### src/rtl/range_sequence_generator_if.sv
// Handshake and configuration bundle for range_sequence_generator.
// The i_abort wire exists only when SEQGEN_ABORT_EN is defined.
interface range_sequence_generator_if #(
  parameter int SEQ_WIDTH = 16,
  parameter int FIX_WIDTH = 2,
  parameter int PAD_WIDTH = 2
);
  localparam int CNT_W = SEQ_WIDTH - FIX_WIDTH - PAD_WIDTH;

  logic                 i_start;
  logic [CNT_W-1:0]     i_first;
  logic [CNT_W-1:0]     i_last;
  logic [CNT_W-1:0]     i_step;
  logic [FIX_WIDTH-1:0] i_fix;
  logic [SEQ_WIDTH-1:0] o_seq;
  logic                 o_valid;
  logic                 i_ready;
  logic                 o_busy;
  logic                 o_done;
  logic [CNT_W:0]       o_count;
`ifdef SEQGEN_ABORT_EN
  logic                 i_abort;
`endif

  // Firmware / downstream side: drives config, start and ready.
  modport master (
    output i_start, i_first, i_last, i_step, i_fix, i_ready,
`ifdef SEQGEN_ABORT_EN
    output i_abort,
`endif
    input  o_seq, o_valid, o_busy, o_done, o_count
  );

  // Generator side.
  modport slave (
    input  i_start, i_first, i_last, i_step, i_fix, i_ready,
`ifdef SEQGEN_ABORT_EN
    input  i_abort,
`endif
    output o_seq, o_valid, o_busy, o_done, o_count
  );
endinterface

### src/rtl/range_sequence_generator.sv
// Range sequence generator: emits {zero pad, fixed prefix, counter} words
// over a programmable inclusive range [first, last] with a programmable
// stride, using a valid/ready handshake. The counter never wraps.
// Optional run abort input is enabled by defining SEQGEN_ABORT_EN.
module range_sequence_generator #(
  parameter int SEQ_WIDTH = 16,
  parameter int FIX_WIDTH = 2,
  parameter int PAD_WIDTH = 2
) (
  input  logic clk,
  input  logic rst,
  range_sequence_generator_if.slave bus
);
  localparam int CNT_W = SEQ_WIDTH - FIX_WIDTH - PAD_WIDTH;

  localparam logic [1:0] ST_IDLE = 2'd0;
  localparam logic [1:0] ST_RUN  = 2'd1;
  localparam logic [1:0] ST_DONE = 2'd2;

  logic [1:0]           state;
  logic [CNT_W-1:0]     counter;
  logic [CNT_W-1:0]     last_q;
  logic [CNT_W-1:0]     step_q;
  logic [FIX_WIDTH-1:0] fix_q;
  logic [CNT_W:0]       count_q;
  logic [CNT_W:0]       nxt_sum;
  logic                 range_end;
  logic                 fire;
  logic                 abort_req;

  // The extra MSB of the sum catches a carry so the counter can never wrap.
  assign nxt_sum   = {1'b0, counter} + {1'b0, step_q};
  assign range_end = (nxt_sum > {1'b0, last_q});
  assign fire      = (state == ST_RUN) && bus.i_ready;

`ifdef SEQGEN_ABORT_EN
  assign abort_req = bus.i_abort;
`else
  assign abort_req = 1'b0;
`endif

  assign bus.o_seq   = SEQ_WIDTH'({fix_q, counter});
  assign bus.o_valid = (state == ST_RUN);
  assign bus.o_busy  = (state == ST_RUN);
  assign bus.o_done  = (state == ST_DONE);
  assign bus.o_count = count_q;

  // Run control: latch config on start, advance on each transfer, stop at range end or abort.
  always_ff @(posedge clk) begin
    if (rst) begin
      state   <= ST_IDLE;
      counter <= '0;
      last_q  <= '0;
      step_q  <= '0;
      fix_q   <= '0;
      count_q <= '0;
    end else begin
      case (state)
        ST_IDLE, ST_DONE: begin
          if (bus.i_start) begin
            last_q  <= bus.i_last;
            step_q  <= (bus.i_step == '0) ? CNT_W'(1) : bus.i_step;
            fix_q   <= bus.i_fix;
            count_q <= '0;
            if (bus.i_first <= bus.i_last) begin
              counter <= bus.i_first;
              state   <= ST_RUN;
            end else begin
              state   <= ST_DONE;
            end
          end
        end
        ST_RUN: begin
          if (fire) begin
            count_q <= count_q + (CNT_W+1)'(1);
            if (!range_end) begin
              counter <= nxt_sum[CNT_W-1:0];
            end
          end
          if (abort_req || (fire && range_end)) begin
            state <= ST_DONE;
          end
        end
        default: state <= ST_IDLE;
      endcase
    end
  end
endmodule

### src/flat_wrapper.sv
// flat-port wrapper written by rule: the top's interface ports become plain ports
module range_sequence_generator_flat 
#(
  parameter int SEQ_WIDTH = 16,
  parameter int FIX_WIDTH = 2,
  parameter int PAD_WIDTH = 2
)
  (clk, rst, bus_i_start, bus_i_first, bus_i_last, bus_i_step, bus_i_fix, bus_i_ready, bus_o_seq, bus_o_valid, bus_o_busy, bus_o_done, bus_o_count);
  range_sequence_generator_if #(.SEQ_WIDTH(SEQ_WIDTH), .FIX_WIDTH(FIX_WIDTH), .PAD_WIDTH(PAD_WIDTH)) bus_i ();
  input  logic clk;
  input  logic rst;
  input wire logic [$bits(bus_i.i_start)-1:0] bus_i_start;
  input wire logic [$bits(bus_i.i_first)-1:0] bus_i_first;
  input wire logic [$bits(bus_i.i_last)-1:0] bus_i_last;
  input wire logic [$bits(bus_i.i_step)-1:0] bus_i_step;
  input wire logic [$bits(bus_i.i_fix)-1:0] bus_i_fix;
  input wire logic [$bits(bus_i.i_ready)-1:0] bus_i_ready;
  output wire logic [$bits(bus_i.o_seq)-1:0] bus_o_seq;
  output wire logic [$bits(bus_i.o_valid)-1:0] bus_o_valid;
  output wire logic [$bits(bus_i.o_busy)-1:0] bus_o_busy;
  output wire logic [$bits(bus_i.o_done)-1:0] bus_o_done;
  output wire logic [$bits(bus_i.o_count)-1:0] bus_o_count;
  assign bus_i.i_start = bus_i_start;
  assign bus_i.i_first = bus_i_first;
  assign bus_i.i_last = bus_i_last;
  assign bus_i.i_step = bus_i_step;
  assign bus_i.i_fix = bus_i_fix;
  assign bus_i.i_ready = bus_i_ready;
  assign bus_o_seq = bus_i.o_seq;
  assign bus_o_valid = bus_i.o_valid;
  assign bus_o_busy = bus_i.o_busy;
  assign bus_o_done = bus_i.o_done;
  assign bus_o_count = bus_i.o_count;
  range_sequence_generator #(.SEQ_WIDTH(SEQ_WIDTH), .FIX_WIDTH(FIX_WIDTH), .PAD_WIDTH(PAD_WIDTH)) u_core (.clk(clk), .rst(rst), .bus(bus_i));
endmodule
### config.mk
export PLATFORM = sky130hd
export DESIGN_NAME = range_sequence_generator_flat
export DESIGN_NICKNAME = d
export VERILOG_FILES = /design/src/rtl/range_sequence_generator_if.sv /design/src/rtl/range_sequence_generator.sv /design/src/flat_wrapper.sv
export SDC_FILE = /design/constraint.sdc
export NUM_CORES = 1
export LEC_CHECK = 0
export CAP_MARGIN = 20
export CORE_AREA = 5 5 91 101
export CTS_CLUSTER_SIZE = 28
export DETAILED_ROUTE_END_ITERATION = 8
export DIE_AREA = 0 0 96 106
export PLACE_DENSITY_LB_ADDON = 0.3
export SLEW_MARGIN = 20
export SYNTH_ARGS = -nofsm -noshare
export SYNTH_HDL_FRONTEND = slang
export SYNTH_SLANG_ARGS = --single-unit
### constraint.sdc
create_clock -name clk -period 4 [get_ports clk]
set_input_delay 0.8 -clock clk [delete_from_list [all_inputs] [get_ports clk]]
set_output_delay 0.8 -clock clk [all_outputs]
set_load 0.01 [all_outputs]
== After elaboration in Yosys (flattened, before gate mapping) ==
Index checks and enable logic that the tools add are counted.
Operators by class
  $add $sub $neg: 2
  reduce and logical (&&, ||, !) cells: 10
  equality and inequality tests: 7
  mux-type cells: 13
  magnitude comparators: 2
Operators with widths (number)
  12-bit 2-to-1 mux: 5
  13-bit 2-to-1 mux: 2
  13-bit one-hot mux with 2 select lines: 1
  12-bit one-hot mux with 2 select lines: 1
  12-bit by 12-bit adder with 13-bit output: 1
  13-bit by 1-bit adder with 13-bit output (second input constant): 1
  13-bit by 12-bit greater-than comparator with 1-bit output: 1
  12-bit less-or-equal comparator: 1
  12-bit zero test: 1
  2-bit 2-to-1 mux: 3
  2-bit by 1-bit != test with 1-bit output (second input constant): 3
  5-bit AND reduction: 1
  2-bit != test (second input constant): 2
  2-bit one-hot mux with 2 select lines: 1
  2-bit AND reduction: 2
  3-bit AND reduction: 1
  2-bit by 1-bit equality test with 1-bit output (second input constant): 1
  2-bit equality test (second input constant): 1
  1-bit logical AND: 2
  2-bit zero test: 1
  2-bit nonzero test: 1
  2-bit OR reduction: 1
Word-level totals
  logic and storage cells: 40
  output and inout bits: 32
  input bits: 42
  register bits after elaboration: 53

== Logic depth before layout (Yosys ltp) ==
Gate-level depths: netlist of the first run.
  depth in word-level cells: 5
  depth in mapped cells: 17
  mapped depth without buffers: 16

== Worst setup path after synthesis of the first run ==
No wires, ideal clock.
  path kind: register -> register
  start: register u_core.counter[1]
  end: register u_core.counter[0]
  stages on the path, launching flop included: 17
  buffers on the path: 0
  clock period less this slack: 3.405 ns
  data arrival time: 3.260 ns
  setup slack: 0.595 ns
  library setup time: 0.145 ns
  required time: 3.855 ns
  path through: dfxtp_1 -> ha_1 -> a211oi_1 -> o21ai_1 -> a31oi_1 -> or3b_1 -> nand2_1 -> a21oi_1 -> xnor2_1 -> ha_1 -> nand3_1 -> nor2_1 -> a21boi_0 -> o31a_1 -> o21a_2 -> nor2_8 -> a311oi_2
On the way
  word-level cells in the longest chain between the ends: 4
Ends and longest elaborated chain
  from (decl): line range_sequence_generator.sv:21  | logic [CNT_W-1:0] counter;
  from (signal assigned): line range_sequence_generator.sv:66  | counter <= bus.i_first;
  from (signal assigned): line range_sequence_generator.sv:77  | counter <= nxt_sum[CNT_W-1:0];
  12-bit by 12-bit adder with 13-bit output: line range_sequence_generator.sv:32  | assign nxt_sum = {1'b0, counter} + {1'b0, step_q};
  13-bit by 12-bit greater-than comparator with 1-bit output: line range_sequence_generator.sv:33  | assign range_end = (nxt_sum > {1'b0, last_q});
  2-bit != test (no source line)
  5-bit AND reduction (no source line)
No other way between the ends.
A chain may end at the register's enable or synchronous reset.

== Worst setup path in the final report of the first run ==
  start: register u_core.counter[0]
  end: register u_core.counter[0]
On the way
  word-level cells in the longest chain between the ends: 4
  elaborated cells on any way between the ends: 7
  those cells by class: add/sub: 1; order compare: 1; eq/ne: 1; mux: 3; reduce/logical: 1
Ends and longest elaborated chain (line)
  12-bit by 12-bit adder with 13-bit output (*): range_sequence_generator.sv:32
  13-bit by 12-bit greater-than comparator with 1-bit output / 12-bit 2-to-1 mux (equally long branches): range_sequence_generator.sv:33, range_sequence_generator.sv:76
  2-bit != test (no source line) / 12-bit 2-to-1 mux (equally long branches)
  5-bit AND reduction (no source line) / 12-bit one-hot mux with 2 select lines (equally long branches)
Every way passes the cells marked *; elsewhere a longest branch is shown, timed or not. The select of a mux whose other input is x is not followed.

==> reports/metrics.csv, run 1 <==
stage,metric,value,unit
clock_tree,tritoncts,yes,
final_layout,antenna_cells,0,
clock_tree,cts_buffer_depth,2,
final_layout,fin_cells,608,
critical_path,endpoint_kind,register,
final_layout,final_util,54.39,%
clock_tree,clock_latency,0.31,ns
critical_path,path_class,register to register,
floorplanning,row_count,35,
floorplanning,io_pins,74,
routing,viasPerCell,5.291,
final_layout,mostFrequentLayoutCells,"73 x nand2_1, 70 x clkdlybuf4s50_1, 53 x dfxtp_1",
sta,rsz0062_at_grt,false,
power,powerDensity,363.5,nW/um2
sta,tns,0,ns
power,netSwitchingPower,0.5651,mW
place,pre_cts_ws,0.2975,ns
routing,highest_layer,met4,
place,port_buffers,71,
run_status,status,completed,
sta,hold_viol,0,
clock_tree,cts-root-buf,clkbuf_8,
synth,synth-main-ff-cell,dfxtp_1,
synth,synth-seq-cells,53,
grt,grt_pass1_vias,3246,
sta,min_period,3.740,ns
routing,ant_nets,0,
power,p_leak,1.791,nW
synth,syn_inst,431,
critical_path,r2r_slack,0.26,ns
routing,wl,9357,um
power,switching_share,35.09,%
place,place.gp.congestion,0.9346,
critical_path,crit_required,4.22,ns
place,hpwl,7436,um
sta,setup_slack,0.2604,ns
clock_tree,htreeDepth,2,
run,cap_violations,0,
synth,yosys.area.top_type,dfxtp_1,
place,dp_cells,600,
critical_path,crit_fanout,8,
sta,setup_viol,0,
hold_path,min_path_type,register to register,
floorplanning,die_w,96,um
sta,report.final.slew_viol_count,0,
power,intPower,1.045,mW
final_layout,layout_commonest_cell,nand2_1,
final_layout,nFillCells,784,
final_layout,area_growth,26.46,%
clock_tree,cts_setup_buffers,0,
floorplanning,die_h,106,um
grt,grt.overflow.total,0,
synth,synth_seq_area_share,30.29,%
floorplanning,dieArea,10180,um2
critical_path,arrival,3.96,ns
synth,avgSynthCellArea,8.128,um2
routing,wl_met3,566,um
grt,antenna_found_initial,0,
synth,synth_edf_count,0,
synth,synth-warning-count,0,
floorplanning,start_util,43.01,%
power,p_comb_share,39.2,%
power,finalPower,1.611,mW
power,ir_drop,169.4,uV
sta,finalClockSkew,0.01399,ns
sta,max_freq,267.4,MHz
synth,syn_area,3503,um2
final_layout,nets,576,
final_layout,final_layout_size_suffix_gt1_share,9.054,%
sta,period_share,93.49,%
clock_tree,clock-sinks,53,
routing,drt-met1-wl,4070,um
critical_path,start_kind,register,
routing,first_iter_violations,90,
routing,vias,3217,
clock_tree,clk_pin_slew,0.09,ns
grt,track_usage,19.09,%
sta,worst_pin_slew,0.5869,ns
power,power_frac_seq,38.1,%
synth,synth-async-reset-ratio,0,%
clock_tree,numCtsBuffers,5,
grt,grt_pass1_wl,15480,um
power,pwr-share-clk,22.6,%
synth,synth_cell_types,58,
routing,wl_met2,4497,um
routing,remaining_drc_errors,0,
synth,synth_area_leaders,"dfxtp_1 30%, ha_1 13%, nand2_1 7.8%",
routing,wl_per_cell,15.39,um
sta,relSlewSlack,60.87,%
floorplanning,core,8145,um2
synth,netlist.area_leader.share,30.29,%
routing,drt_pass1_iterations,4,
grt,grt_max_degree,46,
-- critical path, cell delays in order (launching register included) --
cell       delay, ns
dfxtp_1         0.35
ha_1            0.27
fa_1            0.42
a21o_1          0.19
a31o_1          0.26
o2bb2ai_4       0.19
o21ai_1         0.12
xnor2_1         0.23
ha_1            0.28
nand3_1         0.11
nor2_1          0.06
a21boi_0        0.12
o31a_1          0.37
o21ai_4         0.21
buf_6           0.19
a21oi_2         0.07
a311oi_2        0.23
-- power groups by stage --
stage | combinational [mW] | sequential, mW | clock [mW]
6_report | 0.632 | 0.614 | 0.365
5_1_grt | 0.702 | 0.621 | 0.395
4_1_cts | 0.627 | 0.615 | 0.375
3_5_place_dp | 0.622 | 0.627 | 0
3_3_place_gp | 0.617 | 0.625 | 0
2_1_floorplan | 0.414 | 0.623 | 0
-- Yosys cell counts, drive strengths merged, types with 2 or more instances --
| cell | n |
|---|---|
| a211o | 2 |
| a211oi | 10 |
| a21o | 6 |
| a21oi | 52 |
| a311oi | 8 |
| a31oi | 2 |
| and3 | 2 |
| buf | 12 |
| clkbuf | 9 |
| dfxtp | 53 |
| ha | 37 |
| inv | 33 |
| mux2i | 3 |
| nand2 | 74 |
| nand2b | 3 |
| nand3 | 10 |
| nand4 | 7 |
| nor2 | 29 |
| nor2b | 5 |
| nor3 | 7 |
| nor4 | 4 |
| o211ai | 3 |
| o21a | 5 |
| o21ai | 15 |
| o41ai | 3 |
| or3 | 4 |
| xnor2 | 9 |
| xor2 | 8 |
-- final cells by class --
class | instances | area (um2) | share of cell area [%]
Clock buffer | 6 | 72.57 | 1.638
Clock inverter | 2 | 38.79 | 0.8755
Inverter | 33 | 123.9 | 2.796
Multi-Input combinational cell | 325 | 2233 | 50.41
Sequential cell | 53 | 1061 | 23.95
Tap cell | 111 | 138.9 | 3.135
Timing Repair Buffer | 78 | 762.0 | 17.20
-- path summary, 6_finish.rpt --
| check | end | cells past startpoint | startpoint |
|---|---|---|---|
| worst max-delay path | u_core.counter[0] | 16 | u_core.counter[0] |
| worst min-delay path | u_core.fix_q[0] | 2 | u_core.fix_q[0] |
| worst max register to register | u_core.counter[0] | 16 | u_core.counter[0] |
| worst min register to register | u_core.fix_q[0] | 2 | u_core.fix_q[0] |
-- routing by layer --
metal / vias to the layer above / GRT usage [%]
li1: 1641 / -
met1: 1470 / 24.10
met2: 92 / 32.76
met3: 14 / 2.972
met4: 0 / 5.894
met5: - / 0
-- what timing repair did --
action	in CTS	in global routing
resized for setup	0	3
setup endpoints to repair	0	7
hold buffers	0	0
-- cell families after synthesis --
| logic type | after synthesis | synth area share [%] |
|---|---|---|
| buffers and inverters | 54 | 6.500 |
| multiplexers | 3 | 0.8572 |
| flip-flops | 53 | 30.29 |
| adder cells (fa/ha/maj) | 38 | 13.79 |
| AND/OR/NAND/NOR | 150 | 20.21 |
| other | 1 | 0.1070 |
| XOR/XNOR | 17 | 4.250 |
| AO/OA/AOI/OAI | 115 | 24.00 |
-- per-stage QoR --
| step | hold WS [ns] | area [um2] |
|---|---|---|
| 2_1_floorplan | 0.4363 | 3507 |
| 3_3_place_gp | 0.4430 | 4303 |
| 3_5_place_dp | 0.4489 | 4303 |
| 4_1_cts | 0.4623 | 4414 |
| 5_1_grt | 0.4899 | 4431 |
| 6_report | 0.4568 | 4431 |
-- flip-flops by register name, indices dropped and copies added (netlist names) --
register            cells
u_core.bus.o_count     13
u_core.step_q          12
u_core.last_q          12
u_core.state            2
u_core.fix_q            2
u_core.counter         12
No activity file was read; power rests on OpenSTA's default activity.
==> run 2, diff against run 1 <==
--- a/config.mk
+++ b/config.mk
@@ -7,9 +7,11 @@
 export LEC_CHECK = 0
 export CAP_MARGIN = 20
 export CORE_AREA = 5 5 91 101
+export CTS_CLUSTER_DIAMETER = 100
 export CTS_CLUSTER_SIZE = 28
 export DETAILED_ROUTE_END_ITERATION = 8
 export DIE_AREA = 0 0 96 106
+export GPL_TIMING_DRIVEN = 0
 export PLACE_DENSITY_LB_ADDON = 0.3
 export SLEW_MARGIN = 20
 export SYNTH_ARGS = -nofsm -noshare
==> run 2 against run 1 <==
Die area stayed put; cell count is 2.3% higher; critical path depth is 1 lower; non-clock buffer count is 13 higher; combinational power is 1% higher; via count is 1.6% higher; register-to-register slack worse by 0.10 ns; maximum frequency is 2.7% lower; sequential cell count stayed put; routed wire length is 1.5% higher; first-iteration DRC count is 28% higher; critical endpoint is now u_core.counter[10]; largest cell class unchanged; largest power group unchanged.
==> reports/metrics.csv, run 2 (synthesized netlist as in run 1, its figures left out) <==
stage,metric,value,unit
run_status,status,completed,
routing,drt_pass1_iterations,4,
place,port_buffers,70,
critical_path,crit_required,4.17,ns
routing,wl,9501,um
final_layout,mostFrequentLayoutCells,"73 x nand2_1, 70 x clkdlybuf4s50_1, 52 x dfxtp_1",
floorplanning,start_util,43.01,%
floorplanning,die_h,106,um
sta,report.final.slew_viol_count,0,
clock_tree,htreeDepth,2,
sta,tns,0,ns
final_layout,largest_reg_flops,13,
final_layout,area_growth,27.00,%
sta,max_freq,260.2,MHz
clock_tree,clk_pin_slew,0.10,ns
final_layout,final_layout_size_suffix_gt1_share,8.415,%
power,powerDensity,350.8,nW/um2
floorplanning,die_w,96,um
clock_tree,cts_buffer_depth,2,
sta,finalClockSkew,0.01086,ns
critical_path,start_kind,register,
final_layout,antenna_cells,0,
critical_path,path_class,register to register,
sta,min_period,3.844,ns
final_layout,fin_cells,622,
floorplanning,io_pins,74,
floorplanning,core,8145,um2
grt,antenna_found_initial,0,
routing,ant_nets,0,
critical_path,endpoint_kind,register,
routing,viasPerCell,5.257,
grt,grt_max_degree,16,
sta,setup_slack,0.1564,ns
place,hpwl,7640,um
clock_tree,tritoncts,yes,
power,ir_drop,190.7,uV
routing,vias,3270,
clock_tree,cts_setup_buffers,0,
sta,setup_viol,0,
grt,grt_pass1_wl,15250,um
floorplanning,row_count,35,
critical_path,arrival,4.02,ns
hold_path,min_path_type,register to register,
clock_tree,post_cts_resize_count,0,
sta,rsz0062_at_grt,false,
final_layout,layout_commonest_cell,nand2_1,
routing,remaining_drc_errors,0,
grt,track_usage,18.99,%
clock_tree,numCtsBuffers,5,
sta,worst_pin_slew,0.6968,ns
sta,relSlewSlack,53.55,%
clock_tree,cts_hold_buf,0,
grt,grt_pass1_vias,3176,
clock_tree,cts-root-buf,clkbuf_8,
grt,grt.overflow.total,0,
routing,wl_per_cell,15.27,um
place,pre_cts_ws,0.1939,ns
routing,first_iter_violations,115,
clock_tree,clock_latency,0.31,ns
final_layout,nets,590,
sta,hold_viol,0,
sta,fin_hold_ws,0.4592,ns
clock_tree,clock-sinks,53,
power,p_leak,1.786,nW
sta,period_share,96.09,%
place,place.gp.congestion,0.8975,
floorplanning,dieArea,10180,um2
place,dp_cells,613,
critical_path,crit_fanout,5,
run,cap_violations,0,
==> run 2: cell count changes in the layout (fill, tap and decap cells not counted), sizes merged <==
cell,previous run,this run
buf,8,12
bufinv,1,0
clkbuf,6,16
clkinv,1,0
clkinvlp,0,1
nor2,29,30
==> run 2: area by class of cell <==
cell class                 instances  area (um2)
clock inverter                     1       7.507
multi-input combinational        326        2236
tap                              111       138.9
fill                             799        3696
clock buffer                       7       76.32
buffer                            21       103.9
inverter                          33       123.9
sequential                        53        1062
timing repair buffer              70       700.7
==> run 2: path summary, 6_finish.rpt <==
check                    start                  to  slack, ns  depth (start not counted)
max          u_core.counter[0]  u_core.counter[10]       0.16                         15
min           u_core.last_q[3]    u_core.last_q[3]       0.46                          2
min reg2reg   u_core.last_q[3]    u_core.last_q[3]       0.46                          2
max reg2reg  u_core.counter[0]  u_core.counter[10]       0.16                         15
==> run 2: through the flow <==
| stage | power (mW) | area [um2] | utilization (%) |
|---|---|---|---|
| 2_1_floorplan | 1.037 | 3507 | - |
| 3_3_place_gp | 1.239 | 4347 | 53.36 |
| 3_5_place_dp | 1.255 | 4347 | 53.36 |
| 4_1_cts | 1.556 | 4431 | 54.39 |
| 5_1_grt | 1.657 | 4449 | 54.62 |
| 6_report | 1.561 | 4449 | 54.62 |
==> run 2: per-layer routing <==
layer / global-route usage, % / share of wire (%) / up-vias
met2: 32.31 / 50 / 92
met1: 24.18 / 43 / 1504
li1: - / - / 1663
met5: 0 / 0 / -
met4: 5.894 / 1.7 / 0
met3: 2.972 / 5.7 / 11
==> run 2: worst max-delay path, stage by stage, from the launching register on <==
cell	delay, ns
dfxtp_1	0.35
ha_1	0.28
fa_1	0.44
a21o_1	0.19
a31o_1	0.27
o2bb2ai_4	0.20
o21ai_1	0.12
xnor2_1	0.25
ha_1	0.29
nand3_1	0.11
nor2_1	0.07
a21boi_0	0.12
o31a_1	0.38
o21a_2	0.30
nor2_4	0.22
a311oi_2	0.12
==> run 2: power breakdown <==
group          leakage [nW]  internal, mW  switching [mW]
combinational          1.31         0.287           0.353
sequential            0.435         0.572          0.0410
clock                0.0385         0.125           0.183
==> run 3, diff against run 2 <==
--- a/config.mk
+++ b/config.mk
@@ -11,6 +11,7 @@
 export CTS_CLUSTER_SIZE = 28
 export DETAILED_ROUTE_END_ITERATION = 8
 export DIE_AREA = 0 0 96 106
+export DONT_BUFFER_PORTS = 1
 export GPL_TIMING_DRIVEN = 0
 export PLACE_DENSITY_LB_ADDON = 0.3
 export SLEW_MARGIN = 20
==> run 3 against run 2 <==
First-iteration DRC count up 7.8%; design area decreased by 15%; die area stayed put; routed wire length decreased by 3.3%; highest routed layer unchanged.
==> reports/metrics.csv, run 3 (synthesized netlist as in run 1, its figures left out) <==
stage,metric,value,unit
run_status,status,completed,
grt,grt_pass1_vias,2937,
final_layout,final_area,3785,um2
grt,grt_pass1_wl,14690,um
critical_path,r2r_cells,15,
routing,wl_per_cell,16.65,um
power,netSwitchingPower,0.5568,mW
sta,tns,0,ns
hold_path,min_path_cells,2,
final_layout,nets,520,
critical_path,crit_required,4.18,ns
floorplanning,core,8145,um2
grt,track_usage,18.43,%
power,intPower,0.9882,mW
routing,wl,9189,um
critical_path,crit_start,u_core.counter[0],
floorplanning,io_pins,74,
routing,ant_nets,0,
hold_path,min_path_type,register to register,
clock_tree,cts_hold_buf,0,
sta,fin_hold_ws,0.4608,ns
grt,grt.overflow.total,0,
floorplanning,start_util,43.01,%
hold_path,hold_start,u_core.last_q[5],
critical_path,start_kind,register,
power,power_frac_seq,40.7,%
power,switching_share,36.04,%
sta,hold_viol,0,
power,p_comb_share,34.2,%
floorplanning,die_w,96,um
clock_tree,cts-root-buf,clkbuf_8,
critical_path,arrival,4.02,ns
final_layout,nFillCells,857,
critical_path,path_class,register to register,
critical_path,crit_fanout,5,
grt,grt_max_degree,16,
sta,min_period,3.842,ns
sta,relSlewSlack,52.07,%
critical_path,timing.rr.start,u_core.counter[0],
sta,max_freq,260.3,MHz
clock_tree,tritoncts,yes,
final_layout,area_growth,8.036,%
routing,vias,2996,
power,pwr-share-clk,25.1,%
clock_tree,clock-sinks,53,
power,powerDensity,408.2,nW/um2
floorplanning,dieArea,10180,um2
critical_path,endpoint_kind,register,
routing,first_iter_violations,124,
place,place.gp.congestion,0.9078,
sta,worst_pin_slew,0.7190,ns
sta,setup_viol,0,
run,cap_violations,0,
floorplanning,die_h,106,um
sta,period_share,96.05,%
clock_tree,numCtsBuffers,5,
place,hpwl,7411,um
final_layout,final_layout_size_suffix_gt1_share,10.43,%
clock_tree,clk_pin_slew,0.10,ns
final_layout,mostFrequentLayoutCells,"73 x nand2_1, 51 x dfxtp_1, 45 x a21oi_1",
sta,finalClockSkew,0.01547,ns
final_layout,largest_reg_flops,13,
routing,remaining_drc_errors,0,
clock_tree,htreeDepth,2,
routing,drt_pass1_iterations,4,
final_layout,antenna_cells,0,
place,port_buffers,0,
clock_tree,clock_latency,0.31,ns
grt,antenna_found_initial,0,
routing,viasPerCell,5.428,
clock_tree,cts_buffer_depth,2,
sta,report.final.slew_viol_count,0,
sta,rsz0062_at_grt,false,
place,place_area,3646,um2
final_layout,layout_commonest_cell,nand2_1,
power,ir_drop,213.4,uV
power,p_leak,1.542,nW
power,finalPower,1.545,mW
floorplanning,row_count,35,
## run 3: area by class of cell
cell class	instances	area (um2)	area share [%]
inverter	33	123.9	3.273
buffer	21	103.9	2.744
clock buffer	7	86.33	2.281
multi-input combinational	326	2238	59.14
clock inverter	1	30.03	0.7934
sequential	53	1064	28.10
tap	111	138.9	3.669
## run 3: worst paths after layout
kind | endpoint | slack, ns
max | u_core.counter[3] | 0.16
min | u_core.last_q[5] | 0.46
max reg2reg | u_core.counter[3] | 0.16
min reg2reg | u_core.last_q[5] | 0.46
## run 3: metal layers
layer	up-vias	GRT usage (%)	part of all wire, %
li1	1518	-	-
met1	1373	23.15	43
met2	88	29.90	47
met3	17	5.520	7.7
met4	0	5.691	2.7
met5	-	0	0
## run 3: through the flow
step                      instances  util, %  setup WS, ns
after floorplan                 432        -        0.5946
after global placement          543    44.76        0.1394
after detailed placement        543    44.76        0.1133
after CTS                       551    46.19       0.08041
after global routing            552    46.47       0.02890
final                           552    46.47        0.1581
## run 3: critical path, stage by stage (launching register included)
cell	delay [ns]
dfxtp_1	0.39
ha_2	0.25
fa_1	0.40
a21o_1	0.18
a31o_1	0.27
o2bb2ai_4	0.19
o21ai_1	0.11
xnor2_1	0.26
ha_1	0.30
nand3_1	0.11
nor2_1	0.07
a21boi_0	0.13
o31a_1	0.38
o21a_2	0.29
nor2_4	0.23
a311oi_2	0.13
## run 3: power by group through the flow
stage	combinational (mW)	sequential, mW	clock [mW]
floorplan	0.414	0.623	0
global placement	0.506	0.641	0
detailed placement	0.519	0.642	0
CTS	0.522	0.630	0.392
global route	0.592	0.636	0.413
finish	0.529	0.629	0.388
## run 3: repair_timing
action,4_1_cts,5_1_grt
gates resized for setup,0,4
endpoints found under the setup margin,0,12
buffers inserted,0,0
